$ cat config.mk
export PLATFORM = sky130hd
export DESIGN_NAME = switch_cfg_cpl_generator
export DESIGN_NICKNAME = d
export VERILOG_FILES = /design/src/rtl/switch_pkg.sv /design/src/rtl/switch_cfg_cpl_generator.sv
export SDC_FILE = /design/constraint.sdc
export NUM_CORES = 1
export LEC_CHECK = 0
export CAP_MARGIN = 20
export CORE_AREA = 5 5 270 272
export CTS_BUF_LIST = sky130_fd_sc_hd__clkbuf_4
export CTS_CLUSTER_DIAMETER = 50
export DETAILED_ROUTE_END_ITERATION = 16
export DIE_AREA = 0 0 275 277
export PLACE_DENSITY_LB_ADDON = 0.12
export SYNTH_ARGS = -nofsm -noshare
export SYNTH_HDL_FRONTEND = slang
export SYNTH_SLANG_ARGS = --single-unit
$ cat constraint.sdc
create_clock -name dsp_user_clk -period 2.25 [get_ports dsp_user_clk]
set_input_delay 0.225 -clock dsp_user_clk [delete_from_list [all_inputs] [get_ports dsp_user_clk]]
set_output_delay 0.225 -clock dsp_user_clk [all_outputs]
set_load 0.01 [all_outputs]
$ cat src/rtl/switch_pkg.sv
// Shared types, CC descriptor layout and packing helper for the DSP-side config completion path.
package switch_pkg;

  typedef enum logic [3:0] {
    REQ_MRD    = 4'b0000,
    REQ_MWR    = 4'b0001,
    REQ_IORD   = 4'b0010,
    REQ_IOWR   = 4'b0011,
    REQ_CFGRD0 = 4'b1000,
    REQ_CFGWR0 = 4'b1001,
    REQ_CFGRD1 = 4'b1010,
    REQ_CFGWR1 = 4'b1011,
    REQ_MSG    = 4'b1100,
    REQ_MSG_VD = 4'b1101
  } req_type_t;

  typedef enum logic [1:0] {
    ST_IDLE     = 2'd0,
    ST_WAIT_CPL = 2'd1,
    ST_SEND     = 2'd2
  } cpl_state_t;

  localparam logic [2:0] CPL_SC = 3'b000;
  localparam logic [2:0] CPL_UR = 3'b001;

  localparam int CC_LOWER_ADDR  = 0;
  localparam int CC_BYTE_COUNT  = 16;
  localparam int CC_DWORD_COUNT = 32;
  localparam int CC_STATUS      = 43;
  localparam int CC_REQ_ID      = 48;
  localparam int CC_TAG         = 64;
  localparam int CC_CPL_ID      = 72;
  localparam int CC_CPL_ID_EN   = 88;
  localparam int CC_TC          = 89;
  localparam int CC_ATTR        = 92;

  function automatic logic is_posted(input logic [3:0] t);
    return (t == REQ_MWR) || (t[3:2] == 2'b11);
  endfunction

  function automatic logic is_cfg_rd(input logic [3:0] t);
    return (t == REQ_CFGRD0) || (t == REQ_CFGRD1);
  endfunction

  // AT, poison, ECRC and locked stay zero along with every reserved bit.
  function automatic logic [95:0] pack_cc_desc(
    input logic [6:0]  lower_addr,
    input logic [12:0] byte_count,
    input logic [10:0] dword_count,
    input logic [2:0]  status,
    input logic [15:0] requester_id,
    input logic [7:0]  tag,
    input logic [15:0] completer_id,
    input logic [2:0]  tc,
    input logic [2:0]  attr
  );
    logic [95:0] d;
    d = '0;
    d[CC_LOWER_ADDR  +: 7]  = lower_addr;
    d[CC_BYTE_COUNT  +: 13] = byte_count;
    d[CC_DWORD_COUNT +: 11] = dword_count;
    d[CC_STATUS      +: 3]  = status;
    d[CC_REQ_ID      +: 16] = requester_id;
    d[CC_TAG         +: 8]  = tag;
    d[CC_CPL_ID      +: 16] = completer_id;
    d[CC_CPL_ID_EN]         = 1'b1;
    d[CC_TC          +: 3]  = tc;
    d[CC_ATTR        +: 3]  = attr;
    return d;
  endfunction

endpackage

$ cat src/rtl/switch_cfg_cpl_generator.sv
// Builds one single-beat CC completion per non-posted request; tvalid rises one cycle after cpl_send
// and holds with stable payload under backpressure; req_ready returns one cycle after the handshake.
module switch_cfg_cpl_generator
  import switch_pkg::*;
#(
  parameter int DATA_WIDTH  = 512,
  parameter int TUSER_WIDTH = 81
) (
  input  logic                    dsp_user_clk,
  input  logic                    dsp_user_reset,
  input  logic                    usp_user_reset_dsp_domain,
  input  logic                    req_valid,
  output logic                    req_ready,
  input  logic [3:0]              req_type,
  input  logic [15:0]             req_requester_id,
  input  logic [7:0]              req_tag,
  input  logic [2:0]              req_tc,
  input  logic [2:0]              req_attr,
  input  logic [6:0]              req_lower_addr,
  input  logic [15:0]             completer_id,
  input  logic                    cpl_send,
  input  logic                    cpl_ur,
  input  logic [31:0]             cpl_data,
  output logic [DATA_WIDTH-1:0]   m_axis_cpl_tdata,
  output logic [DATA_WIDTH/32-1:0] m_axis_cpl_tkeep,
  output logic                    m_axis_cpl_tlast,
  output logic [TUSER_WIDTH-1:0]  m_axis_cpl_tuser,
  output logic                    m_axis_cpl_tvalid,
  input  logic                    m_axis_cpl_tready,
  output logic                    err_orphan_cpl
);

  cpl_state_t  state_q, state_d;
  logic        err_q, err_d;
  logic        cap_req, cap_cpl;
  logic [3:0]  type_q;
  logic [15:0] rid_q, cid_q;
  logic [7:0]  tag_q;
  logic [2:0]  tc_q, attr_q;
  logic [6:0]  la_q;
  logic        ur_q;
  logic [31:0] data_q;
  logic        send_cpld;
  logic [95:0] desc;

  always_comb begin
    state_d = state_q;
    err_d   = err_q;
    cap_req = 1'b0;
    cap_cpl = 1'b0;
    unique case (state_q)
      ST_IDLE: begin
        if (req_valid && !is_posted(req_type)) begin
          cap_req = 1'b1;
          cap_cpl = cpl_send;
          state_d = cpl_send ? ST_SEND : ST_WAIT_CPL;
        end else if (cpl_send) begin
          err_d = 1'b1;
        end
      end
      ST_WAIT_CPL: begin
        if (cpl_send) begin
          cap_cpl = 1'b1;
          state_d = ST_SEND;
        end
      end
      ST_SEND: begin
        if (cpl_send) err_d = 1'b1;
        if (m_axis_cpl_tready) state_d = ST_IDLE;
      end
      default: state_d = ST_IDLE;
    endcase
  end

  // Flush from the USP domain has exactly the same effect as local reset, including dropping a pending beat.
  always_ff @(posedge dsp_user_clk) begin
    if (dsp_user_reset || usp_user_reset_dsp_domain) begin
      state_q <= ST_IDLE;
      err_q   <= 1'b0;
      type_q  <= '0;
      rid_q   <= '0;
      cid_q   <= '0;
      tag_q   <= '0;
      tc_q    <= '0;
      attr_q  <= '0;
      la_q    <= '0;
      ur_q    <= 1'b0;
      data_q  <= '0;
    end else begin
      state_q <= state_d;
      err_q   <= err_d;
      if (cap_req) begin
        type_q <= req_type;
        rid_q  <= req_requester_id;
        cid_q  <= completer_id;
        tag_q  <= req_tag;
        tc_q   <= req_tc;
        attr_q <= req_attr;
        la_q   <= req_lower_addr;
      end
      if (cap_cpl) begin
        ur_q   <= cpl_ur;
        data_q <= cpl_data;
      end
    end
  end

  assign send_cpld = !ur_q && is_cfg_rd(type_q);
  assign desc = pack_cc_desc(la_q, 13'd4, send_cpld ? 11'd1 : 11'd0, ur_q ? CPL_UR : CPL_SC,
                             rid_q, tag_q, cid_q, tc_q, attr_q);

  always_comb begin
    m_axis_cpl_tdata = '0;
    m_axis_cpl_tkeep = '0;
    if (state_q == ST_SEND) begin
      m_axis_cpl_tdata[127:0] = {send_cpld ? data_q : 32'h0, desc};
      m_axis_cpl_tkeep[3:0]   = send_cpld ? 4'hF : 4'h7;
    end
  end

  assign m_axis_cpl_tvalid = (state_q == ST_SEND);
  assign m_axis_cpl_tlast  = (state_q == ST_SEND);
  assign m_axis_cpl_tuser  = '0;
  assign req_ready         = (state_q == ST_IDLE);
  assign err_orphan_cpl    = err_q;

endmodule

Word-level counts from Yosys, hierarchy flattened
Cells that the tools add are included.

operators by class
  equal/unequal tests = 10
  multiplexer cells = 19
  reduce and logical (&&, ||, !) cells = 11

operators with widths
  kind                  count
  $mux W128             1
  $mux W32              1
  $eq A4 B4 Y1 const B  2
  $mux W1               8
  $mux W2               4
  $mux W4               2
  $pmux W2 S3           1
  $eq A2 B2 Y1 const B  2
  $eq A4 B1 Y1 const B  1
  $ne A2 B1 Y1 const B  2
  $ne A2 B2 Y1 const B  2
  $pmux W1 S2           2
  $logic_or A1 B1 Y1    3
  $reduce_and A3 Y1     1
  $eq A2 B1 Y1 const B  1
  $logic_and A1 B1 Y1   2
  $logic_not A1 Y1      2
  $logic_not A2 Y1      1
  $reduce_and A2 Y1     1
  $reduce_bool A2 Y1    1

storage, ports and cells
  flip-flop bits (word level) = 93
  input bits = 96
  output and inout bits = 613
  logic and storage cells = 51

Depth between registers and ports, before layout
  depth after elaboration = 6
  depth in mapped cells = 6
  depth with buffers taken out = 4

Least setup slack after synthesis
Ideal clock, no wire load.

  path type = input-to-reg
  start = in req_type[3]
  end = reg data_q[12]
  library setup time = 143 ps
  arrival = 1442 ps
  required time = 2107 ps
  path slack = 665 ps
  stages on the path = 6
  buffers on the path = 2
  cell sequence = or4b_4 > a31o_1 > buf_2 > buf_6 > nand3_1 > a21oi_2

between the ends
  cells in the longest elaborated chain, start to end = 6
  elaborated cells between the ends (all ways) = 7
  those cells by class = eq/ne: 2; mux: 2; reduce/logical: 3

ends and longest elaborated chain
  element                                              RTL line                         source
  from (decl)                                          switch_cfg_cpl_generator.sv:14   input logic [3:0] req_type,
  $eq A4 B1 Y1 / $eq A2 B2 Y1 (equally long branches)  switch_pkg.sv:38                 return (t == REQ_MWR) || (t[3:2] == 2'b11);
  $logic_or A1 B1 Y1 (*)                               switch_pkg.sv:38
  $logic_not A1 Y1 (*)                                 switch_cfg_cpl_generator.sv:53   if (req_valid && !is_posted(req_type)) begin
  $logic_and A1 B1 Y1 (*)                              switch_cfg_cpl_generator.sv:53
  $mux W1 (*)                                          switch_cfg_cpl_generator.sv:53
  $pmux W1 S2 (*)                                      switch_cfg_cpl_generator.sv:51   unique case (state_q)
  to (signal assigned)                                 switch_cfg_cpl_generator.sv:103  data_q <= cpl_data;
  to (decl)                                            switch_cfg_cpl_generator.sv:42   logic [31:0] data_q;

Mark *: on every way between the ends. The rest lies on a longest branch, timed or not.
A chain may end at the register's enable or synchronous reset.

Worst setup path in the final report
  start = reg state_q[1]
  end = out m_axis_cpl_tdata[110]

between the ends
  cells in the longest elaborated chain, start to end = 2

ends and longest elaborated chain
  element                 RTL line                         source
  from (decl)             switch_cfg_cpl_generator.sv:33   cpl_state_t state_q, state_d;
  from (signal assigned)  switch_cfg_cpl_generator.sv:90   state_q <= state_d;
  $eq A2 B2 Y1            switch_cfg_cpl_generator.sv:115  if (state_q == ST_SEND) begin
  $mux W128               switch_cfg_cpl_generator.sv:115
  to (decl)               switch_cfg_cpl_generator.sv:24   output logic [DATA_WIDTH-1:0] m_axis_cpl_tdata,

No other way between the ends.

==> results.toml <==
[die]
fp-row-count = 98
die_h_um = 277
dieArea_um2 = 76200
die_x_um = 275
core_region_area_um2 = 70500
start_util_pct = 11.4
io_pins = 709

[logic_synthesis]
ys.flop_type = "dfxtp_1"
synth_top_cell_by_area = "buf_4"
synth.most_common_cell = "buf_4"
netlist_instances = 1034
syn_avg_cell_area_um2 = 7.80
synth_top_cell_area_share_pct = 49.0
ys_top_cells_by_area = "buf_4 49%, dfxtp_1 23%, and2_1 6.7%"
async_flop_share_pct = 0
yosysWarnings = 0
ys_top_cells_by_count = "527 x buf_4, 114 x nand2_1, 92 x dfxtp_1"
ys_seq_elements = 92
syn_area_um2 = 8070
synth-edff-count = 0
ys_seq_area_share_pct = 22.8
ys_types = 27

[clock_network]
cts-root-buf = "clkbuf_4"
clk_pin_slew_ns = 0.18
cts_max_level = 3
clock_sinks = 92
cts_max_path_buffers = 2
clk_latency_ns = 0.58
postCtsHoldBufs = 0
cts_tree = "built"
numCtsBuffers = 9

[worst_setup_path]
cpPeakStageDelay_ns = 0.36
crit_path_start_kind = "register"
crit_fanout = 6
cp.depth = 7
worstPathArrival_ns = 2.04
critPathSlowestCell = "dfxtp_2"
rrSetupSlack_ns = 0.60
cp_top_family = "simple AND/OR/NAND/NOR gates"
reg2reg_depth = 6
worstPathRequired_ns = 2.03
critPathKind = "register to output port"
cp_common_cell = "buf_12"
crit_buf_inv = 4
endpoint_kind = "output port"
crit_chain = "nor2b_4 -> and4b_4 -> buf_12 -> buf_16 -> buf_12 -> and2_4 -> buf_6"

[global_route]
grtUsageTotal_pct = 7.12
grt_pass1_vias = 5442
grt_first_pass_wirelength_um = 39600
grt_max_degree = 38
antenna_found_initial = 6
overflow = 0

[place]
gp_congestion = 0.631
hpwl_um = 19500
placedCellCount = 2143
io_buffers = 192

[sta]
fin_ws_ns = -0.0144
drv_slew = 0
rsz0062_at_grt = "yes"
hold_viol = 0
setup_violations = 2
skew_ns = 0.0188
fmaxAchievable_mhz = 442
period_needed_ns = 2.26
tns_ns = -0.0171
fin_crit_sh_pct = 101

[routing]
finalWirelength_um = 29200
vias_per_cell = 2.54
wire_per_inst_um = 13.2
first_pass_iters = 4
drc = 0
postRouteAntennaNets = 0
vias = 5607
drt_iter0_drc = 117

[final_layout]
fin_util_pct = 14.6
area_growth_pct = 27.2
final_nets = 1343
final_cells = 2207
drive_gt1_share_pct = 20.7
nFillCells = 8173

[worst_hold_path]
hold_path_class = "input port to register"
hold_depth = 3

[run]
drv_cap = 0

[pwr]
p_leak_uw = 0.00460
pwr_density_cell_nw_per_um2 = 383
p_total_uw = 3930
vdd_drop_max_mv = 0.179

[outcome]
outcome = "finished with violations"
violations = "negative setup slack"
==> cells in the final DEF (no fill, tap or decap), types with 2 or more instances in the layout <==
cell	netlist	routed
dfxtp_1	92	90
buf_8	0	4
buf_16	0	8
buf_12	0	24
and2_1	86	35
nand2_1	114	114
and2_4	0	51
buf_2	7	12
a21oi_2	29	29
o21ai_0	5	5
buf_4	527	25
clkbuf_4	0	11
conb_1	1	516
bufinv_16	0	2
buf_6	6	63
a21oi_1	62	62
dlygate4sd2_1	0	21
dfxtp_2	0	2
clkdlybuf4s50_1	0	96
o21ai_1	29	29
nor2b_4	0	2
nand3_2	13	13
nand3_1	20	20
diode_2	0	5
==> metrics by stage <==
step           hold WS, ns  cell area (µm²)  setup WS [ns]
3_3_place_gp         0.439             9250          0.126
2_1_floorplan        0.303            10000          0.665
6_report             0.164            10300        -0.0144
3_5_place_dp         0.443             9250          0.138
5_1_grt             0.0424            10300         -0.219
4_1_cts             0.0399            10100         -0.256
==> final cells by class <==
type                            count  area (µm²)  share of cell area [%]
Multi-Input combinational cell    888        4150                    40.5
Inverter                            1        3.75                  0.0366
Antenna cell                        5        12.5                   0.122
Sequential cell                    92        1840                    18.0
Timing Repair Buffer              255        2900                    28.3
Tap cell                          950        1190                    11.6
Clock inverter                      5        76.3                   0.744
Clock buffer                       11        82.6                   0.805
==> layer usage <==
| metal | global-route usage [%] | part of all wire [%] |
|---|---|---|
| met3 | 2.58 | 9.4 |
| met5 | 0 | 0.024 |
| met2 | 13.3 | 53 |
| met4 | 1.89 | 1.5 |
| met1 | 7.45 | 36 |
==> repair_timing <==
action                                  CTS  global route
endpoints found under the setup margin   96            66
pin swaps                                26            13
setup buffers                            30             7
gates cloned                             10             0
gates resized for setup                 446            48
==> registers in the layout, indices dropped and copies added, names as in the netlist <==
name,cells
rid_q,16
la_q,7
type_q,3
err_orphan_cpl,1
tag_q,8
ur_q,1
tc_q,3
state_q,2
cid_q,16
data_q,32
attr_q,3
==> cells by family after synthesis <==
| logic type | count (synthesis) | share of synthesized area, % |
|---|---|---|
| buffers and inverters | 569 | 51.7 |
| AND/OR/NAND/NOR | 245 | 16.0 |
| AO/OA/AOI/OAI | 127 | 9.48 |
| flip-flops | 92 | 22.8 |
| other | 1 | 0.0465 |
==> worst paths after layout <==
path | startpoint | endpoint
max | state_q[1]$_SDFFE_PP0P_ | m_axis_cpl_tdata[110]
max reg2reg | state_q[1]$_SDFFE_PP0P_ | cid_q[0]$_SDFFE_PP0P_
min | completer_id[13] | cid_q[13]$_SDFFE_PP0P_
min reg2reg | cid_q[5]$_SDFFE_PP0P_ | cid_q[5]$_SDFFE_PP0P_
==> worst register-to-register path, stage by stage, from the launching register on <==
cell and delay, ns:
dfxtp_2 0.35, buf_4 0.15, nor2_2 0.23, and4_4 0.37
buf_12 0.22, nand2_1 0.16, a21oi_1 0.12
==> power by group <==
part	switching (µW)	leakage, µW	total [µW]	internal, µW
Sequential	20.1	0.000747	1690	1670
Combinational	724	0.00377	1040	313
Clock	731	0.0000845	1200	469
(Power assumes the default switching activity.)
